**config.mk**
```make
export PLATFORM = sky130hd
export DESIGN_NAME = vga_timing_receiver_flat
export DESIGN_NICKNAME = d
export VERILOG_FILES = /design/src/rtl/vga_pkg.sv /design/src/rtl/vga_timing_receiver_if.sv /design/src/rtl/vga_edge_detect.sv /design/src/rtl/vga_timing_receiver.sv /design/src/flat_wrapper.sv
export SDC_FILE = /design/constraint.sdc
export NUM_CORES = 1
export LEC_CHECK = 0
export CAP_MARGIN = 20
export CELL_PAD_IN_SITES_DETAIL_PLACEMENT = 0
export CELL_PAD_IN_SITES_GLOBAL_PLACEMENT = 1
export CORE_MARGIN = 4
export CORE_UTILIZATION = 44
export DETAILED_ROUTE_END_ITERATION = 12
export GPL_TIMING_DRIVEN = 1
export HOLD_SLACK_MARGIN = 0.15
export PLACE_DENSITY_LB_ADDON = 0.1
export SYNTH_ARGS = -nofsm -noshare
export SYNTH_HDL_FRONTEND = slang
export SYNTH_SLANG_ARGS = --single-unit
```
**constraint.sdc**
```tcl
create_clock -name pixel_clk -period 6.3 [get_ports pixel_clk]
set_input_delay 0.945 -clock pixel_clk [delete_from_list [all_inputs] [get_ports pixel_clk]]
set_output_delay 0.945 -clock pixel_clk [all_outputs]
set_load 0.03 [all_outputs]
```
**src/rtl/vga_pkg.sv**
```systemverilog
// Timing constants shared by the VGA generator and receiver, plus the
// receiver lock-state encoding.
package vga_pkg;

    localparam int VGA_WIDTH    = 10;
    localparam int VGA_ADDR_W   = 19;
    localparam int VGA_PIX_W    = 12;
    localparam int VGA_H_ACTIVE = 640;
    localparam int VGA_V_ACTIVE = 480;

    typedef enum logic [1:0] {
        SEARCH = 2'd0,
        ALIGN  = 2'd1,
        LOCKED = 2'd2
    } vga_state_e;

endpackage

```
**src/rtl/vga_timing_receiver_if.sv**
```systemverilog
// Video stream into the receiver and the frame-buffer write port out of it.
interface vga_timing_receiver_if #(
    parameter int PIX_W  = 12,
    parameter int ADDR_W = 19,
    parameter int WIDTH  = 10
);

    logic              hsync_in;
    logic              vsync_in;
    logic              de_in;
    logic [PIX_W-1:0]  pixel_in;
    logic              wr_en;
    logic [ADDR_W-1:0] wr_addr;
    logic [PIX_W-1:0]  wr_data;
    logic [WIDTH-1:0]  xpos;
    logic [WIDTH-1:0]  ypos;

    modport master (
        output hsync_in, vsync_in, de_in, pixel_in,
        input  wr_en, wr_addr, wr_data, xpos, ypos
    );

    modport slave (
        input  hsync_in, vsync_in, de_in, pixel_in,
        output wr_en, wr_addr, wr_data, xpos, ypos
    );

endinterface

```
**src/rtl/vga_edge_detect.sv**
```systemverilog
// Two-flop sampler: sig_r is the registered input, rise/fall compare it
// against a second registered copy.
module vga_edge_detect (
    input  logic clk,
    input  logic rst_n,
    input  logic sig_in,
    output logic sig_r,
    output logic rise,
    output logic fall
);

    logic sig_d;

    always_ff @(posedge clk or negedge rst_n) begin
        if (!rst_n) begin
            sig_r <= 1'b0;
            sig_d <= 1'b0;
        end else begin
            sig_r <= sig_in;
            sig_d <= sig_r;
        end
    end

    assign rise = sig_r & ~sig_d;
    assign fall = ~sig_r & sig_d;

endmodule

```
**src/rtl/vga_timing_receiver.sv**
```systemverilog
// Recovers pixel coordinates from an hsync/vsync/de stream, tracks lock
// against the expected active geometry and emits frame-buffer writes.
module vga_timing_receiver
    import vga_pkg::*;
#(
    parameter int               WIDTH        = VGA_WIDTH,
    parameter logic [WIDTH-1:0] EXP_H_ACTIVE = WIDTH'(VGA_H_ACTIVE),
    parameter logic [WIDTH-1:0] EXP_V_ACTIVE = WIDTH'(VGA_V_ACTIVE),
    parameter int               PIX_W        = VGA_PIX_W,
    parameter int               ADDR_W       = VGA_ADDR_W
) (
    input  logic                  pixel_clk,
    input  logic                  rst_n,
    vga_timing_receiver_if.slave  vid,
    output logic                  frame_start,
    output logic [WIDTH-1:0]      h_active,
    output logic [WIDTH-1:0]      v_active,
    output logic                  locked,
    output logic                  err
);

    function automatic logic [WIDTH-1:0] sat_inc(input logic [WIDTH-1:0] v);
        return (&v) ? v : v + 1'b1;
    endfunction

    vga_state_e        state, state_nxt;
    logic              hsync_r, vsync_r, de_r;
    logic              fs, le;
    logic              hs_rise, hs_fall, vs_rise, de_rise;
    logic              unused_edges;
    logic [PIX_W-1:0]  pixel_r;
    logic [WIDTH-1:0]  x_cnt, line_cnt, line_cnt_le;
    logic [ADDR_W-1:0] line_base;
    logic              line_bad, le_bad, de_vs_bad, de_hs_bad;
    logic              frame_bad, v_ok, viol, wr_ok;

    vga_edge_detect u_hs (.clk(pixel_clk), .rst_n(rst_n), .sig_in(vid.hsync_in),
                          .sig_r(hsync_r), .rise(hs_rise), .fall(hs_fall));
    vga_edge_detect u_vs (.clk(pixel_clk), .rst_n(rst_n), .sig_in(vid.vsync_in),
                          .sig_r(vsync_r), .rise(vs_rise), .fall(fs));
    vga_edge_detect u_de (.clk(pixel_clk), .rst_n(rst_n), .sig_in(vid.de_in),
                          .sig_r(de_r), .rise(de_rise), .fall(le));

    assign unused_edges = ^{hs_rise, hs_fall, vs_rise, de_rise};

    // A line ending in the same cycle as the frame start still counts
    // towards this frame before the counters clear.
    assign line_cnt_le = le ? sat_inc(line_cnt) : line_cnt;
    assign le_bad      = le && (x_cnt != EXP_H_ACTIVE);
    assign de_vs_bad   = de_r && !vsync_r;
    assign de_hs_bad   = de_r && !hsync_r;
    assign v_ok        = (line_cnt_le == EXP_V_ACTIVE);
    assign frame_bad   = line_bad || le_bad || de_vs_bad;
    assign wr_ok       = de_r && (state == LOCKED) &&
                         (x_cnt < EXP_H_ACTIVE) && (line_cnt < EXP_V_ACTIVE);
    assign locked      = (state == LOCKED);

    always_comb begin
        state_nxt = state;
        viol      = 1'b0;
        unique case (state)
            SEARCH: if (fs) state_nxt = ALIGN;
            ALIGN:  if (fs && v_ok && !frame_bad) state_nxt = LOCKED;
            LOCKED: begin
                viol = le_bad || de_vs_bad || de_hs_bad || (fs && !v_ok);
                if (viol) state_nxt = ALIGN;
            end
            default: state_nxt = SEARCH;
        endcase
    end

    always_ff @(posedge pixel_clk or negedge rst_n) begin
        if (!rst_n) begin
            state       <= SEARCH;
            pixel_r     <= '0;
            x_cnt       <= '0;
            line_cnt    <= '0;
            line_base   <= '0;
            line_bad    <= 1'b0;
            h_active    <= '0;
            v_active    <= '0;
            frame_start <= 1'b0;
            err         <= 1'b0;
            vid.wr_en   <= 1'b0;
            vid.wr_addr <= '0;
            vid.wr_data <= '0;
            vid.xpos    <= '0;
            vid.ypos    <= '0;
        end else begin
            state   <= state_nxt;
            pixel_r <= vid.pixel_in;
            x_cnt   <= de_r ? sat_inc(x_cnt) : '0;

            if (fs) begin
                line_cnt  <= '0;
                line_base <= '0;
                line_bad  <= 1'b0;
            end else begin
                line_cnt <= line_cnt_le;
                if (le)                   line_base <= line_base + ADDR_W'(EXP_H_ACTIVE);
                if (le_bad || de_vs_bad)  line_bad  <= 1'b1;
            end

            if (le) h_active <= x_cnt;
            if (fs) v_active <= line_cnt_le;
            frame_start <= fs;
            err         <= viol;

            // Write port zeroes its payload whenever no write is issued.
            vid.wr_en   <= wr_ok;
            vid.wr_addr <= wr_ok ? line_base + ADDR_W'(x_cnt) : '0;
            vid.wr_data <= wr_ok ? pixel_r : '0;
            vid.xpos    <= wr_ok ? x_cnt : '0;
            vid.ypos    <= wr_ok ? line_cnt : '0;
        end
    end

endmodule

```
**src/flat_wrapper.sv**
```systemverilog
// flat-port wrapper written by rule: the top's interface ports become plain ports
module vga_timing_receiver_flat import vga_pkg::*;
#(
    parameter int               WIDTH        = VGA_WIDTH,
    parameter logic [WIDTH-1:0] EXP_H_ACTIVE = WIDTH'(VGA_H_ACTIVE),
    parameter logic [WIDTH-1:0] EXP_V_ACTIVE = WIDTH'(VGA_V_ACTIVE),
    parameter int               PIX_W        = VGA_PIX_W,
    parameter int               ADDR_W       = VGA_ADDR_W
)
  (pixel_clk, rst_n, frame_start, h_active, v_active, locked, err, vid_hsync_in, vid_vsync_in, vid_de_in, vid_pixel_in, vid_wr_en, vid_wr_addr, vid_wr_data, vid_xpos, vid_ypos);
  vga_timing_receiver_if #(.PIX_W(PIX_W), .ADDR_W(ADDR_W), .WIDTH(WIDTH)) vid_i ();
  input  logic pixel_clk;
  input  logic rst_n;
  output logic frame_start;
  output logic [WIDTH-1:0] h_active;
  output logic [WIDTH-1:0] v_active;
  output logic locked;
  output logic err;
  input wire logic [$bits(vid_i.hsync_in)-1:0] vid_hsync_in;
  input wire logic [$bits(vid_i.vsync_in)-1:0] vid_vsync_in;
  input wire logic [$bits(vid_i.de_in)-1:0] vid_de_in;
  input wire logic [$bits(vid_i.pixel_in)-1:0] vid_pixel_in;
  output wire logic [$bits(vid_i.wr_en)-1:0] vid_wr_en;
  output wire logic [$bits(vid_i.wr_addr)-1:0] vid_wr_addr;
  output wire logic [$bits(vid_i.wr_data)-1:0] vid_wr_data;
  output wire logic [$bits(vid_i.xpos)-1:0] vid_xpos;
  output wire logic [$bits(vid_i.ypos)-1:0] vid_ypos;
  assign vid_i.hsync_in = vid_hsync_in;
  assign vid_i.vsync_in = vid_vsync_in;
  assign vid_i.de_in = vid_de_in;
  assign vid_i.pixel_in = vid_pixel_in;
  assign vid_wr_en = vid_i.wr_en;
  assign vid_wr_addr = vid_i.wr_addr;
  assign vid_wr_data = vid_i.wr_data;
  assign vid_xpos = vid_i.xpos;
  assign vid_ypos = vid_i.ypos;
  vga_timing_receiver #(.WIDTH(WIDTH), .EXP_H_ACTIVE(EXP_H_ACTIVE), .EXP_V_ACTIVE(EXP_V_ACTIVE), .PIX_W(PIX_W), .ADDR_W(ADDR_W)) u_core (.pixel_clk(pixel_clk), .rst_n(rst_n), .vid(vid_i), .frame_start(frame_start), .h_active(h_active), .v_active(v_active), .locked(locked), .err(err));
endmodule
```
* Yosys cells after proc, flatten, opt, wreduce, memory -nomap -nowiden *
Cells that the tools add are included.
W data, S select, Z words.

word-level totals
  logic and storage cells = 80
  register bits after elaboration = 133

cells by class
  order comparisons = 2
  muxes and demuxes = 18
  reductions and logical operators = 24
  add/sub/neg operators = 4
  eq/ne operators = 8
  bitwise gates (word level) = 4

operator list
  kind                      count
  $mux W10                  7
  $mux W19                  3
  $add A10 B1 Y10 const B   2
  $reduce_and A10 Y1        2
  $add A19 B10 Y19          1
  $add A19 B10 Y19 const B  1
  $mux W12                  1
  $eq A10 B9 Y1 const B     1
  $lt A10 B10 Y1 const B    1
  $lt A10 B9 Y1 const B     1
  $ne A10 B10 Y1 const B    1
  $logic_and A1 B1 Y1       9
  $mux W2                   3
  $ne A2 B1 Y1 const B      3
  $pmux W2 S3               1
  $logic_or A1 B1 Y1        5
  $logic_not A1 Y1          4
  $reduce_bool A2 Y1        2
  $mux W1                   3
  $reduce_and A3 Y1         1
  $and A1 B1 Y1             2
  $eq A2 B1 Y1 const B      1
  $eq A2 B2 Y1 const B      1
  $logic_not A2 Y1          1
  other kinds (2)           3

* Longest topological paths before layout *
  word-level depth = 9
  gate-level depth with buffers = 7

* Modules after synthesis *
A second synthesis with hierarchy kept.

unflattened totals
  cells, all modules = 447
  area, all modules = 5142.4 µm²

by module, submodules not included
  module               seq. area each (µm²)  cells an instance  instances  area each (µm²)
  vga_timing_receiver  3002.9                435                1          4947.2
  vga_edge_detect      50.0                  4                  3          65.1

* Worst setup path after synthesis *
OpenSTA, ideal clock, no wires.

  kind = flip-flop to flip-flop
  start point = register u_core.line_cnt[0]
  end point = register u_core.state[0]
  arrival = 1.865 ns
  slack = 4.299 ns
  stages on the path, launching flop included = 8
  cell sequence = dfrtp_1 ha_1 and3b_1 buf_4 mux2i_1 a2111o_1 a2111oi_4 a21oi_1

on the way
  longest elaborated chain between the ends = 9

RTL lines
  item                                                          line                       RTL
  start: declaration                                            vga_timing_receiver.sv:32  logic [WIDTH-1:0] x_cnt, line_cnt, line_cnt_le;
  start signal: assignment                                      vga_timing_receiver.sv:99  line_cnt <= line_cnt_le;
  $add A10 B1 Y10 / $reduce_and A10 Y1 (equally long branches)  vga_timing_receiver.sv:23  return (&v) ? v : v + 1'b1;
  $mux W10                                                      vga_timing_receiver.sv:23
  $mux W10 *                                                    vga_timing_receiver.sv:48  assign line_cnt_le = le ? sat_inc(line_cnt) : line_cnt;
  $eq A10 B9 Y1 *                                               vga_timing_receiver.sv:52  assign v_ok = (line_cnt_le == EXP_V_ACTIVE);
  $logic_not A1 Y1                                              vga_timing_receiver.sv:65  viol = le_bad || de_vs_bad || de_hs_bad || (fs && !v_ok);
  $logic_and A1 B1 Y1                                           vga_timing_receiver.sv:65
  $logic_or A1 B1 Y1                                            vga_timing_receiver.sv:65
  $ne A2 B1 Y1 (no source line)                                 -
  $reduce_and A3 Y1 (no source line) *                          -
  end signal: assignment                                        vga_timing_receiver.sv:90  state <= state_nxt;
  end: declaration                                              vga_timing_receiver.sv:26  vga_state_e state, state_nxt;

Mark *: on every way between the ends. The rest lies on a longest branch, timed or not.
A chain may end at the register's enable or synchronous reset.

* Worst setup path in the final report *
  start point = register u_core.state[0]
  end point = output port locked

on the way
  longest elaborated chain between the ends = 1

RTL lines
  item              line                       RTL
  $eq A2 B2 Y1      vga_timing_receiver.sv:56  assign locked = (state == LOCKED);
  end: declaration  flat_wrapper.sv:17         output logic locked;

Every way passes these cells.

==> impl_summary.log <==
INFO  metric outcome = completed
INFO  metric globalRoute.busiestLayer = met2
INFO  metric ys_async_sr_fraction = between 90% and 100%
INFO  metric worst_clock_skew = between 0.008 and 0.009 ns
INFO  metric cts.root.buffer_cell = sky130_fd_sc_hd__clkbuf_16
INFO  metric dr.first_iter.drc_count = about 240
INFO  metric criticalPathCategory = reg -> out
INFO  metric timing.hold.ws = between 0.4 and 0.5 ns
INFO  metric start_kind = flop
INFO  metric hold_path_depth = 1
INFO  metric rows = 39
INFO  metric detail-route-antenna-nets = 0
INFO  metric drt_first_pass_iters = 4
INFO  metric ctsResizeCount = 0
INFO  metric clkLatencyLatePin = 0.41 ns
INFO  metric ctsHtreeMaxLevel = 4
INFO  metric timing.slew.headroom = 42.38%
INFO  metric synth_most_common_cell = sky130_fd_sc_hd__dfrtp_1
INFO  metric fmax = roughly 0.36 GHz
INFO  metric postSynthCellCount = 450
INFO  metric worst_path_dominant_cell_family = buffers and inverters
INFO  metric fin_setup_tns = 0 ns
INFO  metric diodes = 0
INFO  metric timing_hold_violations_final = 0
INFO  metric critical_path_peak_fanout = 4
INFO  metric path_buf_inv = 2
INFO  metric core-area = 0.01147 mm2
INFO  metric drive_above_1_share = approximately a tenth
INFO  metric power-per-cell-area = about 290 mW/mm2
INFO  metric period_share = between 40% and 50%
INFO  metric clk_pin_slew = 0.06 ns
INFO  metric power.static_leakage = slightly below 0.003 uW
INFO  metric cp_cell_sequence = nand2b_1, inv_1, clkdlybuf4s50_1
INFO  metric irDropWorstVdd = approximately 0.15 mV
INFO  metric slew_limit_fails = 0
INFO  metric num-nets-final = 569
INFO  metric grt_overflow = 0
INFO  metric synth.ff_latch_count = between 100 and 150
INFO  metric synth_area_leaders = sky130_fd_sc_hd__dfrtp_1, sky130_fd_sc_hd__nor2_1, sky130_fd_sc_hd__and2_1
INFO  metric max_capacitance_violation_count = 0
INFO  metric starting_density_of_the_core = ~45%
INFO  metric synth_edf_count = 0
INFO  metric ios = 92
INFO  metric ff2ff_path_depth = 5
INFO  metric layout-area-overhead-vs-synth = 31.70%
INFO  metric cell_type_with_the_largest_total_area_after_synthesis = sky130_fd_sc_hd__dfrtp_1
INFO  metric grt_antenna_before_repair = 0
INFO  metric setup_viol_count_final = 0
INFO  metric synth_cell_types = 60
INFO  metric drc_errors = 0
INFO  metric die_width = around 120 um
INFO  metric cell_types_with_the_highest_counts_after_synthesis = sky130_fd_sc_hd__dfrtp_1, sky130_fd_sc_hd__nor2_1, sky130_fd_sc_hd__and2_1, sky130_fd_sc_hd__o21ai_0, sky130_fd_sc_hd__nand2_1
INFO  metric final_wirelength = about 11000 um
INFO  metric detailroute.via_count = approximately 3500
INFO  metric die_h = 116.2 um
INFO  metric avgSynthCellArea = approximately 11 um2
INFO  metric gr-usage-met2 = approximately a quarter
INFO  metric tritoncts_num_sinks = between 100 and 150
INFO  metric final_period_minus_worst_setup_slack = approximately 2.8 ns
INFO  metric yosys_warnings = 0
INFO  metric yosysSeqAreaShare = 61.17%
INFO  metric cp_slowest_cell = sky130_fd_sc_hd__clkdlybuf4s50_1
INFO  metric cts_hold_buf = 0
INFO  metric routabilityCongestion = 0.8480
INFO  metric design.die.area = approximately 0.014 mm2
INFO  metric globalRouteMet1Util = 22.81%
INFO  metric critPathCaptureType = output port
INFO  metric grt_pass1_vias = approximately 3400
INFO  metric met3_usage = between 5 and 6%
INFO  metric netlist_area = between 0.005 and 0.006 mm2
INFO  metric worst_margin_pin_slew = 0.8642 ns
INFO  metric postCtsSetupRepairBufs = 0
INFO  metric largest_net_degree_at_the_start_of_global_routing = between 80 and 90
INFO  metric place.port_buffers = just over 90
INFO  metric avgRoutedWirePerCell = between 15 and 20 um
INFO  metric synth_top_area_share = around three fifths
INFO  metric critPathMaxStageDelay = slightly below 0.7 ns
INFO  metric routed_via_density = 5.066
INFO  metric grt_usage = between 15 and 20%
INFO  metric holdCritPathClass = reg -> reg
INFO  metric grt_setup_unrepaired = false
INFO  metric grt_pass1_wl = roughly 17000 um
INFO  metric place_hpwl = just over 7000 um
INFO  metric path_depth = 3
INFO  metric cts-root-to-sink-buffers = 2
INFO  metric worst_ep_arrival_time = 1.82 ns
INFO  metric tritoncts = yes
INFO  metric ys_dominant_reg_cell = sky130_fd_sc_hd__dfrtp_1
INFO  metric worstPathRequired = between 5 and 6 ns
INFO  metric cts_inserted_buffers = 17
-- worst register-to-register path, cell delays in order (launching register included) --
cell                      delay, ns
sky130_fd_sc_hd__dfrtp_1       0.47
sky130_fd_sc_hd__inv_1         0.26
sky130_fd_sc_hd__nor3_1        0.26
sky130_fd_sc_hd__nand3_1       0.55
sky130_fd_sc_hd__inv_1         0.82
sky130_fd_sc_hd__and2_2        0.27
-- where the power goes --
group | switching (uW) | internal, uW
Combinational | 82.9 | 60.7
Clock | 353 | 604
Sequential | 33.6 | 838
-- final timing paths --
kind | startpoint | to | slack [ns]
max | u_core.state[0] | locked | 3.53
min | u_core.pixel_r[8] | u_core.vid.wr_data[8] | 0.45
max reg2reg | u_core.u_de.sig_r | u_core.vid.ypos[4] | 3.62
min reg2reg | u_core.pixel_r[8] | u_core.vid.wr_data[8] | 0.45
max in group asynchronous | rst_n | u_core.vid.wr_addr[12] | 4.78
min in group asynchronous | rst_n | u_core.vid.wr_data[2] | 0.50
-- flip-flops by register name, indices dropped and copies added (netlist names) --
signal	flops
u_core.vid.wr_addr	19
u_core.line_base	12
u_core.pixel_r	12
u_core.vid.wr_data	12
u_core.h_active	10
u_core.line_cnt	10
u_core.v_active	10
u_core.vid.xpos	10
u_core.vid.ypos	10
u_core.x_cnt	10
u_core.state	2
u_core.err	1
u_core.frame_start	1
u_core.line_bad	1
u_core.u_de.sig_d	1
u_core.u_de.sig_r	1
u_core.u_hs.sig_r	1
u_core.u_vs.sig_d	1
u_core.u_vs.sig_r	1
u_core.vid.wr_en	1
-- per-layer routing --
metal  share of wire [%]  wire, um
met2                  46      4937
met5                   0         0
met1                  46      4918
met4                 1.1       120
met3                 6.1       643
-- cell usage in the layout, fill, tap and decap left out, types with 2 or more instances in the layout --
| cell type | count |
|---|---|
| sky130_fd_sc_hd__inv_6 | 3 |
| sky130_fd_sc_hd__clkinv_4 | 2 |
| sky130_fd_sc_hd__xnor2_1 | 17 |
| sky130_fd_sc_hd__nand3_1 | 14 |
| sky130_fd_sc_hd__xor2_1 | 10 |
| sky130_fd_sc_hd__or3_1 | 7 |
| sky130_fd_sc_hd__and3_2 | 2 |
| sky130_fd_sc_hd__or2_2 | 2 |
| sky130_fd_sc_hd__nand2b_1 | 6 |
| sky130_fd_sc_hd__nand4b_1 | 2 |
| sky130_fd_sc_hd__nand4_1 | 4 |
| sky130_fd_sc_hd__conb_1 | 2 |
| sky130_fd_sc_hd__nor2_1 | 59 |
| sky130_fd_sc_hd__a21oi_1 | 12 |
| sky130_fd_sc_hd__a31oi_1 | 2 |
| sky130_fd_sc_hd__o21ai_0 | 27 |
| sky130_fd_sc_hd__nor3b_1 | 2 |
| sky130_fd_sc_hd__o31ai_1 | 2 |
| sky130_fd_sc_hd__bufinv_16 | 2 |
| sky130_fd_sc_hd__dfrtp_1 | 126 |
| sky130_fd_sc_hd__a21o_1 | 2 |
| sky130_fd_sc_hd__clkbuf_16 | 17 |
| sky130_fd_sc_hd__mux2_2 | 7 |
| sky130_fd_sc_hd__nor2b_1 | 2 |
| sky130_fd_sc_hd__clkinvlp_4 | 3 |
| sky130_fd_sc_hd__inv_1 | 7 |
| sky130_fd_sc_hd__mux2i_1 | 7 |
| sky130_fd_sc_hd__clkbuf_8 | 2 |
| sky130_fd_sc_hd__nor3_1 | 14 |
| sky130_fd_sc_hd__o2111ai_1 | 2 |
| sky130_fd_sc_hd__and2_1 | 32 |
| sky130_fd_sc_hd__clkinv_2 | 2 |
| sky130_fd_sc_hd__ha_1 | 8 |
| sky130_fd_sc_hd__nand2_1 | 26 |
| sky130_fd_sc_hd__buf_4 | 3 |
| sky130_fd_sc_hd__clkdlybuf4s50_1 | 90 |
-- cell type report --
type / count / area [um2]
fill: 948 / 4678
sequential: 126 / 3153
multi-input combinational: 297 / 1887
timing repair buffer: 94 / 950.9
clock buffer: 19 / 452.9
tap: 143 / 178.9
clock inverter: 12 / 136.4
inverter: 8 / 30.03
-- cell families (layout without fill, tap and decap cells) --
family          Yosys count  in the layout  synth area share, %
compound gates           60             60                8.107
xor+xnor                 27             27                4.587
fa+ha+maj                 8              8                1.942
buf+inv                  28            133                2.306
flops                   126            126                61.16
mux                      14             14                2.888
other cells               1              2              0.07275
simple gates            186            186                18.93
-- per-stage QoR --
stage	power, uW	util [%]	cells	instance area (um2)	setup slack, ns
2_1_floorplan	965.3	-	451	5159	4.299
3_3_place_gp	1025	53.82	667	6172	3.706
3_5_place_dp	1028	53.82	667	6172	3.540
4_1_cts	1992	58.96	698	6761	3.526
5_1_grt	2054	59.20	699	6789	3.257
6_report	1971	59.20	699	6789	3.531
Note: power is estimated with default switching activity, not from simulation.
